## src/rtl/mseq_multi_gen.sv

```systemverilog
// mseq_multi_gen: bank of CH_NUM Fibonacci LFSRs seeded from a FIFO of wide chaotic words.
// Build macro MSEQ_SEED_OFFSET_EN: add the channel index to each seed slice before the zero guard.

module mseq_lfsr_lane #(
  parameter int                    LFSR_WIDTH = 16,
  parameter logic [LFSR_WIDTH-1:0] POLY       = 16'hD008
) (
  input  logic                  clk_i,
  input  logic                  rst_i,
  input  logic                  load_i,
  input  logic                  step_i,
  input  logic [LFSR_WIDTH-1:0] seed_i,
  output logic                  msb_o
);
  logic [LFSR_WIDTH-1:0] state_q, state_d;
  logic                  fb;

  always_comb begin
    fb      = ^(state_q & POLY);
    state_d = state_q;
    if (load_i)      state_d = seed_i;
    else if (step_i) state_d = {state_q[LFSR_WIDTH-2:0], fb};
  end

  always_ff @(posedge clk_i) begin
    if (rst_i) state_q <= '0;
    else       state_q <= state_d;
  end

  assign msb_o = state_q[LFSR_WIDTH-1];
endmodule

module mseq_multi_gen #(
  parameter int                    IN_WIDTH      = 288,
  parameter int                    CH_NUM        = 16,
  parameter int                    LFSR_WIDTH    = 16,
  parameter logic [LFSR_WIDTH-1:0] POLY          = 16'hD008,
  parameter int                    FIFO_DEPTH    = 4,
  parameter int                    WARMUP_CYCLES = 512,
  parameter int                    RESEED_PERIOD = 1024
) (
  input  logic                          MSEQ_clk,
  input  logic                          MSEQ_rst,
  input  logic [IN_WIDTH-1:0]           MSEQ_din,
  input  logic                          MSEQ_din_vld,
  output logic                          MSEQ_din_rdy,
  output logic [CH_NUM-1:0]             MSEQ_output,
  output logic                          MSEQ_output_vld,
  output logic                          MSEQ_seed_starve,
  output logic [$clog2(FIFO_DEPTH):0]   MSEQ_fifo_level
);
  localparam int PTR_W     = $clog2(FIFO_DEPTH);
  localparam int LVL_W     = PTR_W + 1;
  localparam int SEED_BITS = CH_NUM * LFSR_WIDTH;
  localparam int WU_W      = (WARMUP_CYCLES > 1) ? $clog2(WARMUP_CYCLES) : 1;
  localparam int RP_W      = (RESEED_PERIOD > 1) ? $clog2(RESEED_PERIOD) : 1;
  localparam logic [WU_W-1:0]  WU_LAST  = WU_W'(WARMUP_CYCLES - 1);
  localparam logic [RP_W-1:0]  RP_LAST  = RP_W'((RESEED_PERIOD > 0) ? RESEED_PERIOD - 1 : 0);
  localparam logic [LVL_W-1:0] LVL_FULL = LVL_W'(FIFO_DEPTH);

  typedef enum logic [1:0] {WARMUP, WAIT_SEED, RUN} state_e;

  // ---------------- seed FIFO ----------------
  logic [IN_WIDTH-1:0] mem_q [FIFO_DEPTH];
  logic [PTR_W-1:0]    wr_ptr_q, rd_ptr_q;
  logic [LVL_W-1:0]    level_q;
  logic                push, pop, fifo_empty;
  logic [IN_WIDTH-1:0] pop_word;

  assign MSEQ_din_rdy = (level_q != LVL_FULL);
  assign fifo_empty   = (level_q == '0);
  assign push         = MSEQ_din_vld & MSEQ_din_rdy;
  assign pop_word     = mem_q[rd_ptr_q];

  always_ff @(posedge MSEQ_clk) begin
    if (MSEQ_rst) begin
      wr_ptr_q <= '0;
      rd_ptr_q <= '0;
      level_q  <= '0;
    end else begin
      if (push) wr_ptr_q <= wr_ptr_q + PTR_W'(1);
      if (pop)  rd_ptr_q <= rd_ptr_q + PTR_W'(1);
      case ({push, pop})
        2'b10:   level_q <= level_q + LVL_W'(1);
        2'b01:   level_q <= level_q - LVL_W'(1);
        default: level_q <= level_q;
      endcase
    end
  end

  // Storage is not reset; the pointers and level flush it.
  always_ff @(posedge MSEQ_clk) begin
    if (push) mem_q[wr_ptr_q] <= MSEQ_din;
  end

  // ---------------- control FSM ----------------
  state_e          state_q, state_d;
  logic [WU_W-1:0] wu_cnt_q, wu_cnt_d;
  logic [RP_W-1:0] rp_cnt_q, rp_cnt_d;
  logic            pend_q, pend_d;
  logic            load, step, term, starve;

  always_comb begin
    state_d  = state_q;
    wu_cnt_d = wu_cnt_q;
    rp_cnt_d = rp_cnt_q;
    pend_d   = pend_q;
    pop      = 1'b0;
    load     = 1'b0;
    step     = 1'b0;
    starve   = 1'b0;
    term     = (RESEED_PERIOD != 0) && (rp_cnt_q == RP_LAST);
    unique case (state_q)
      WARMUP: begin
        if (wu_cnt_q == WU_LAST) state_d  = WAIT_SEED;
        else                     wu_cnt_d = wu_cnt_q + WU_W'(1);
      end
      WAIT_SEED: begin
        if (!fifo_empty) begin
          pop      = 1'b1;
          load     = 1'b1;
          rp_cnt_d = '0;
          state_d  = RUN;
        end
      end
      RUN: begin
        if (term && !fifo_empty) begin
          pop      = 1'b1;
          load     = 1'b1;
          rp_cnt_d = '0;
          pend_d   = 1'b0;
        end else begin
          step = 1'b1;
          // Overdue reseed: hold at terminal count, flag starvation only once.
          if (term) begin
            starve = ~pend_q;
            pend_d = 1'b1;
          end else begin
            rp_cnt_d = rp_cnt_q + RP_W'(1);
          end
        end
      end
      default: state_d = WARMUP;
    endcase
  end

  always_ff @(posedge MSEQ_clk) begin
    if (MSEQ_rst) begin
      state_q  <= WARMUP;
      wu_cnt_q <= '0;
      rp_cnt_q <= '0;
      pend_q   <= 1'b0;
    end else begin
      state_q  <= state_d;
      wu_cnt_q <= wu_cnt_d;
      rp_cnt_q <= rp_cnt_d;
      pend_q   <= pend_d;
    end
  end

  assign MSEQ_output_vld  = (state_q == RUN);
  assign MSEQ_seed_starve = starve;
  assign MSEQ_fifo_level  = level_q;

  // ---------------- per-channel lanes ----------------
  logic [CH_NUM-1:0][LFSR_WIDTH-1:0] seeds;

  for (genvar g = 0; g < CH_NUM; g++) begin : g_lane
    logic [LFSR_WIDTH-1:0] slice, biased;
    assign slice = pop_word[g*LFSR_WIDTH +: LFSR_WIDTH];
`ifdef MSEQ_SEED_OFFSET_EN
    assign biased = slice + LFSR_WIDTH'(g);
`else
    assign biased = slice;
`endif
    assign seeds[g] = (biased == '0) ? LFSR_WIDTH'(1) : biased;

    mseq_lfsr_lane #(
      .LFSR_WIDTH (LFSR_WIDTH),
      .POLY       (POLY)
    ) u_lane (
      .clk_i  (MSEQ_clk),
      .rst_i  (MSEQ_rst),
      .load_i (load),
      .step_i (step),
      .seed_i (seeds[g]),
      .msb_o  (MSEQ_output[g])
    );
  end

  if (IN_WIDTH > SEED_BITS) begin : g_hi
    logic unused_hi;
    assign unused_hi = ^pop_word[IN_WIDTH-1:SEED_BITS];
  end
endmodule

```

## config.mk

```make
export PLATFORM = sky130hd
export DESIGN_NAME = mseq_multi_gen
export DESIGN_NICKNAME = d
export VERILOG_FILES = /design/src/rtl/mseq_multi_gen.sv
export SDC_FILE = /design/constraint.sdc
export NUM_CORES = 1
export LEC_CHECK = 0
export BUFFER_PORTS_ARGS = -buffer_cell sky130_fd_sc_hd__buf_2
export CAP_MARGIN = 25
export CORE_UTILIZATION = 35
export DETAILED_ROUTE_END_ITERATION = 10
export SLEW_MARGIN = 10
export SYNTH_ARGS = -nofsm -noshare
export SYNTH_HDL_FRONTEND = slang
export SYNTH_SLANG_ARGS = --single-unit
```

## constraint.sdc

```tcl
create_clock -name MSEQ_clk -period 8.44 [get_ports MSEQ_clk]
set_input_delay 0.422 -clock MSEQ_clk [delete_from_list [all_inputs] [get_ports MSEQ_clk]]
set_output_delay 0.422 -clock MSEQ_clk [all_outputs]
set_load 0.1 [all_outputs]
```

# Yosys cells after proc, flatten, opt, wreduce, memory -nomap -nowiden
# Memories as Yosys holds them, arrays and structs flattened. A register that Yosys moved wholly into a read port is not among the register bits.
# Cells that the tools add are included.
# totals
regBits	285
mem_bits_rw	1152
inputBits	291
out_inout_bits	22
mem_count	1
# memory_table
name	depth	width	rd	rd_clocked_by_memory_dff	wr	line_no	text
mem_q	4	288	1	1	1	64	logic [IN_WIDTH-1:0] mem_q [FIFO_DEPTH];
# op_classes
n_addsub	6
n_eq_ne	10
n_mux	70
bitwise_logic	4
reduce_logical	44
# ops
cell	n
16-bit two-way mux	48
16-bit logical NOT	16
16-bit XOR reduction	16
10-bit two-way mux	3
10-bit one-hot mux with 2 select lines	1
1-bit two-way mux	11
10-bit by 1-bit adder with 10-bit output, second input constant	1
10-bit equality test, second input constant	1
9-bit by 1-bit adder with 9-bit output, second input constant	1
9-bit equality test, second input constant	1
2-bit two-way mux	4
2-bit nonzero test	4
2-bit one-hot mux with 3 select lines	1
3-bit one-hot mux with 2 select lines	1
3-bit AND reduction	2
2-bit by 1-bit adder with 2-bit output, second input constant	2
2-bit by 1-bit equality test with 1-bit output, second input constant	2
2-bit equality test, second input constant	2
2-bit inequality test, second input constant	2
2-bit AND reduction	2
3-bit by 1-bit adder with 3-bit output, second input constant	1
3-bit logical NOT	1
3-bit by 2-bit inequality test with 1-bit output, second input constant	1
3-bit inequality test, second input constant	1
other kinds (7)	9

# Depth between registers and ports, before layout
# depth
depth_word	7
mapped_depth	13

# Hierarchy
# Synthesis repeated with hierarchy kept, for this count alone.
# hier_totals
cells_unflattened	2810
hier_area_um2	52663.0
# by_module_without_submodules
mod	instances	cells_each	area_each_um2
mseq_multi_gen	1	1610	39270.2
mseq_lfsr_lane	16	75	837.1

# Least setup slack after synthesis
# OpenSTA, ideal clock, no wires.
# synth_path
path_type	flip-flop to flip-flop
from	reg level_q[0] (netlist: MSEQ_fifo_level[0])
to	mem mem_q[0][0], enable pin
setup_ps	652
arrival_ps	8085
required_time_ps	7788
setup_slack_ps	-296
path_stages_with_launch	4
n_path_buf	0
period_less_slack_ps	8736
path_cell_list	dfxtp_1 -> inv_1 -> nand3_1 -> and3_1
# synth_between
elab_chain_len	4
# synth_rtl
element	line_no	text
start, declared	66	logic [LVL_W-1:0] level_q;
start signal, assigned	84	2'b10: level_q <= level_q + LVL_W'(1);
start signal, assigned	85	2'b01: level_q <= level_q - LVL_W'(1);
start signal, assigned	86	default: level_q <= level_q;
3-bit inequality test	70	assign MSEQ_din_rdy = (level_q != LVL_FULL);
named net MSEQ_din_rdy	46	output logic MSEQ_din_rdy,
1-bit bitwise AND	72	assign push = MSEQ_din_vld & MSEQ_din_rdy;
1-bit two-way mux	93	if (push) mem_q[wr_ptr_q] <= MSEQ_din;
1-bit two-way mux (implied by the code)	93	
end, declared	64	
# The timed path passes the listed nets, and every way through them passes these cells.

# Worst setup path after layout
# layout_path
from	reg state_q[0]
to	reg g_lane[13].u_lane.state_q[0]
# layout_between
elab_chain_len	3
# layout_rtl
element	line_no	text
start, declared	97	state_e state_q, state_d;
start signal, assigned	154	state_q <= state_d;
2-bit equality test / 2-bit by 1-bit equality test with 1-bit output (equally long branches)	113	unique case (state_q)
1-bit one-hot mux with 2 select lines / 1-bit two-way mux (equally long branches)	113	
16-bit two-way mux / 2-bit nonzero test (equally long branches)	--	
end signal, assigned	27	else state_q <= state_d;
end, declared	15	logic [LFSR_WIDTH-1:0] state_q, state_d;
# Parallel ways exist; a longest one is shown, timed or not.
# A chain may end at the register's enable or synchronous reset.

==> results_tabular.tex <==
\begin{tabular}{lr}
\hline
Metric & Value \\
\hline
\multicolumn{2}{l}{\textbf{Outcome}} \\
\quad Result of the run & finished, final reports clean \\
\multicolumn{2}{l}{\textbf{Timing}} \\
\quad Final setup violation count & 0 \\
\quad Actual transition at the worst max-transition pin & 1110 ps \\
\quad Relative slew slack & 0.261 \\
\quad Total negative slack for setup checks & 0 ps \\
\quad Fin crit share & 0.475 \\
\quad Fin. Hold Viols & 0 \\
\quad Number of slew-limit violations in the final report & 0 \\
\quad RSZ-0062 raised after global routing & false \\
\quad Fmax achieved & 249 MHz \\
\quad Post-layout minimum cycle time & 4010 ps \\
\quad Clk\_skew & 48.8 ps \\
\quad Final worst-path setup slack & 4430 ps \\
\multicolumn{2}{l}{\textbf{Power and ir drop}} \\
\quad Pleak & 19.1 nW \\
\quad Peak supply drop & 0.000190 V \\
\quad Power density over the cells & 232 mW/mm\^{}2 \\
\multicolumn{2}{l}{\textbf{Setup path}} \\
\quad Crit path kind & reg -> reg \\
\quad Required time of the critical path & 9090 ps \\
\quad Kind of end point of the critical path & flip-flop \\
\quad Reg-to-reg setup timing slack & 4430 ps \\
\quad Data arrival, critical path & 4660 ps \\
\quad Critical Path Fanout Max & 99 \\
\quad Worst Reg2Reg Path Length in Cells & 8 \\
\quad Startpoint Class & flip-flop \\
\multicolumn{2}{l}{\textbf{Floorplanning}} \\
\quad Area enclosed by the die boundary & 0.146 sq mm \\
\quad Die Wd & 382 microns \\
\quad Vertical extent of the die & 382 microns \\
\quad Starting Density & 0.352 \\
\quad Count of boundary I/O pins & 313 \\
\quad CORE AREA & 0.143 sq mm \\
\quad Row count & 139 \\
\multicolumn{2}{l}{\textbf{Routing}} \\
\quad Total wirelength of the detailed-routed design & 115000 microns \\
\quad Iter 0 DRT Violations & 2240 \\
\quad Total number of vias & 28.4k \\
\quad Detailed-route DRC error count & 0 \\
\quad Via-per-instance ratio & 5.08 \\
\quad Remaining antenna violation count after routing & 0 \\
\quad Drt wl/cell & 20.5 microns \\
\quad Number of optimization iterations in the first detailed-route pass & 5 \\
\multicolumn{2}{l}{\textbf{Synth}} \\
\quad Post-Syn Nets & 3373 \\
\quad Sequential-to-total area share from yosys stat & 0.723 \\
\quad Cells after Synth & 3069 \\
\quad Async S/R FF share, synth & 0 \\
\quad Commonest register cell after synthesis & sky130\_fd\_sc\_hd\_\_edfxtp\_1 \\
\quad Total of warnings raised by yosys & 0 \\
\quad Syn Area/Cell & 16.5 sq um \\
\quad Syn Std Cell Area & 0.0505 sq mm \\
\quad Number of flops mapped to enable cells by yosys & 1024 \\
\quad Number of register bits inferred by synthesis & 1311 \\
\quad Distinct cell type count of the synthesized netlist & 48 \\
\multicolumn{2}{l}{\textbf{Clock tree}} \\
\quad Clock tree from TritonCTS & yes \\
\quad Clock Sinks & 1311 \\
\quad Clock latency on the worst-skew pair & 800 ps \\
\quad H-tree depth reported by CTS & 4 \\
\quad Clk Tree Root Cell & sky130\_fd\_sc\_hd\_\_clkbuf\_16 \\
\quad Clock-pin transition on the worst setup and hold timing paths & 60 ps \\
\quad Post-CTS setup buffers & 0 \\
\quad Number of buffers on the longest clock path & 3 \\
\quad Num CTS Buffers & 143 \\
\multicolumn{2}{l}{\textbf{Place}} \\
\quad Post-place instance area & 0.0536 sq mm \\
\quad DP HPWL & 66700 microns \\
\quad Pre-CTS setup slack & 4580 ps \\
\quad RePlAce Congestion & 0.752 \\
\quad Count of port buffers added during placement & 280 \\
\multicolumn{2}{l}{\textbf{Global route}} \\
\quad Residual overflow from global routing & 0 \\
\quad Number of antenna violations at the first check in global routing & 28 \\
\quad Via count of the first global-routing pass & 28.9k \\
\quad Maximum number of pins on one net before global-route repair & 205 \\
\quad First-pass GRT wire length & 176000 microns \\
\quad Combined global-route utilization of all metal layers & 0.157 \\
\multicolumn{2}{l}{\textbf{Final layout}} \\
\quad Fraction of layout instances using a drive strength above 1 & 0.220 \\
\quad Nets & 3871 \\
\quad Layout Cell Area excl Fill & 0.0610 sq mm \\
\quad Synth-to-Final Area Change & 20.7\% \\
\quad Filler Cells Inserted & 12.8k \\
\multicolumn{2}{l}{\textbf{Job}} \\
\quad Maxcap violations & 0 \\
\multicolumn{2}{l}{\textbf{Min path}} \\
\quad Worst hold path type & in -> reg \\
\quad Cell depth of the worst min-delay path & 4 \\
\hline
\end{tabular}
final timing paths:
path	start	end
worst max-delay path	state_q[0]	g_lane[13].u_lane.state_q[0]
worst min-delay path	MSEQ_din_vld	wr_ptr_q[1]
worst max register to register	state_q[0]	g_lane[13].u_lane.state_q[0]
worst min register to register	g_lane[12].u_lane.state_q[5]	g_lane[12].u_lane.state_q[6]
cell usage after synthesis (all sizes together), types with 16 or more instances:
master,n,share of area
nor2,265,0.020
buf,155,0.017
nor3,19,0.0019
mux4,256,0.11
clkbuf,62,0.0046
nor4,48,0.0059
dfxtp,287,0.11
xnor2,53,0.0092
nand2,522,0.039
a311oi,240,0.044
a41oi,17,0.0031
edfxtp,1024,0.61
a32o,16,0.0032
power by group:
| part | switching (W) | internal [W] | total (W) |
|---|---|---|---|
| registers | 0.0000446 | 0.00721 | 0.00726 |
| logic | 0.000372 | 0.000248 | 0.000620 |
| clock network | 0.00263 | 0.00361 | 0.00624 |
metal layers:
layer,wire length (microns),vias to the layer above,GRT usage
met2,53900,771,0.247
met3,6890,193,0.0355
met1,51200,14400,0.216
li1,-,13000,-
met4,2520,30,0.0499
met5,195,-,0
cell usage in the layout, fill, tap and decap left out, drive strengths merged, types with 2 or more instances in the layout:
| master | count |
|---|---|
| and3 | 6 |
| nor4 | 48 |
| diode | 13 |
| mux2i | 3 |
| bufinv | 10 |
| nand3 | 6 |
| or3 | 8 |
| xnor2 | 53 |
| o211ai | 3 |
| a311oi | 240 |
| inv | 19 |
| edfxtp | 1024 |
| nor3 | 19 |
| ha | 12 |
| a21oi | 13 |
| mux4 | 256 |
| and2 | 3 |
| o21ai | 8 |
| a32o | 16 |
| clkinv | 45 |
| and4 | 2 |
| xor2 | 9 |
| dlygate4sd3 | 257 |
| clkbuf | 199 |
| nand2 | 522 |
| clkinvlp | 2 |
| buf | 313 |
| nand4 | 6 |
| dfxtp | 287 |
| nor2 | 265 |
| a41oi | 17 |
| nor2b | 4 |
through the flow:
stage               utilization  hold slack [ps]  power [W]  cells
global route              0.425              123     0.0146   5597
global placement          0.374              446    0.00790   5068
CTS                       0.425             45.5     0.0143   5590
floorplan                     -              442    0.00767   3069
detailed placement        0.374              454    0.00792   5068
finish                    0.425              136     0.0141   5603
worst max-delay path: stages, from the launching register on:
cell	delay (ps)
sky130_fd_sc_hd__dfxtp_1	390
sky130_fd_sc_hd__inv_1	80
sky130_fd_sc_hd__ha_1	350
sky130_fd_sc_hd__a41oi_2	390
sky130_fd_sc_hd__or2_4	490
sky130_fd_sc_hd__buf_4	680
sky130_fd_sc_hd__buf_4	900
sky130_fd_sc_hd__nand2_1	140
sky130_fd_sc_hd__a32o_1	300
cells by family (layout without fill, tap and decap cells):
family / Yosys count / in the layout / share of synthesized area
compound gates: 303 / 303 / 0.0539
xor+xnor: 62 / 62 / 0.0108
fa+ha+maj: 13 / 13 / 0.00337
buf+inv: 227 / 845 / 0.0228
flops: 1311 / 1311 / 0.723
mux: 259 / 259 / 0.115
other cells: 0 / 13 / 0
simple gates: 894 / 894 / 0.0717
flip-flops by register name (all words and copies together), names as in the netlist, named ones only:
signal,flops
MSEQ_fifo_level,3
g_lane.u_lane.state_q,256
mem_q,1024
pend_q,1
rd_ptr_q,2
rp_cnt_q,10
state_q,2
wr_ptr_q,2
wu_cnt_q,9
layout make-up:
cell class	instances	area, sq um	area share
Sequential cell	1311	36500	0.599
Multi-Input combinational cell	1531	12900	0.212
Timing Repair Buffer	570	4340	0.0713
Clock buffer	199	3910	0.0641
Tap cell	1903	2380	0.0391
Clock inverter	66	855	0.0140
Inverter	10	37.5	0.000616
Antenna cell	13	32.5	0.000534
what timing repair did:
| item | in CTS | in global routing |
|---|---|---|
| gates resized for setup | 0 | 0 |
| hold endpoints to repair | 1031 | 0 |
| hold buffers | 257 | 0 |
Note: power is estimated with default switching activity, not from simulation.
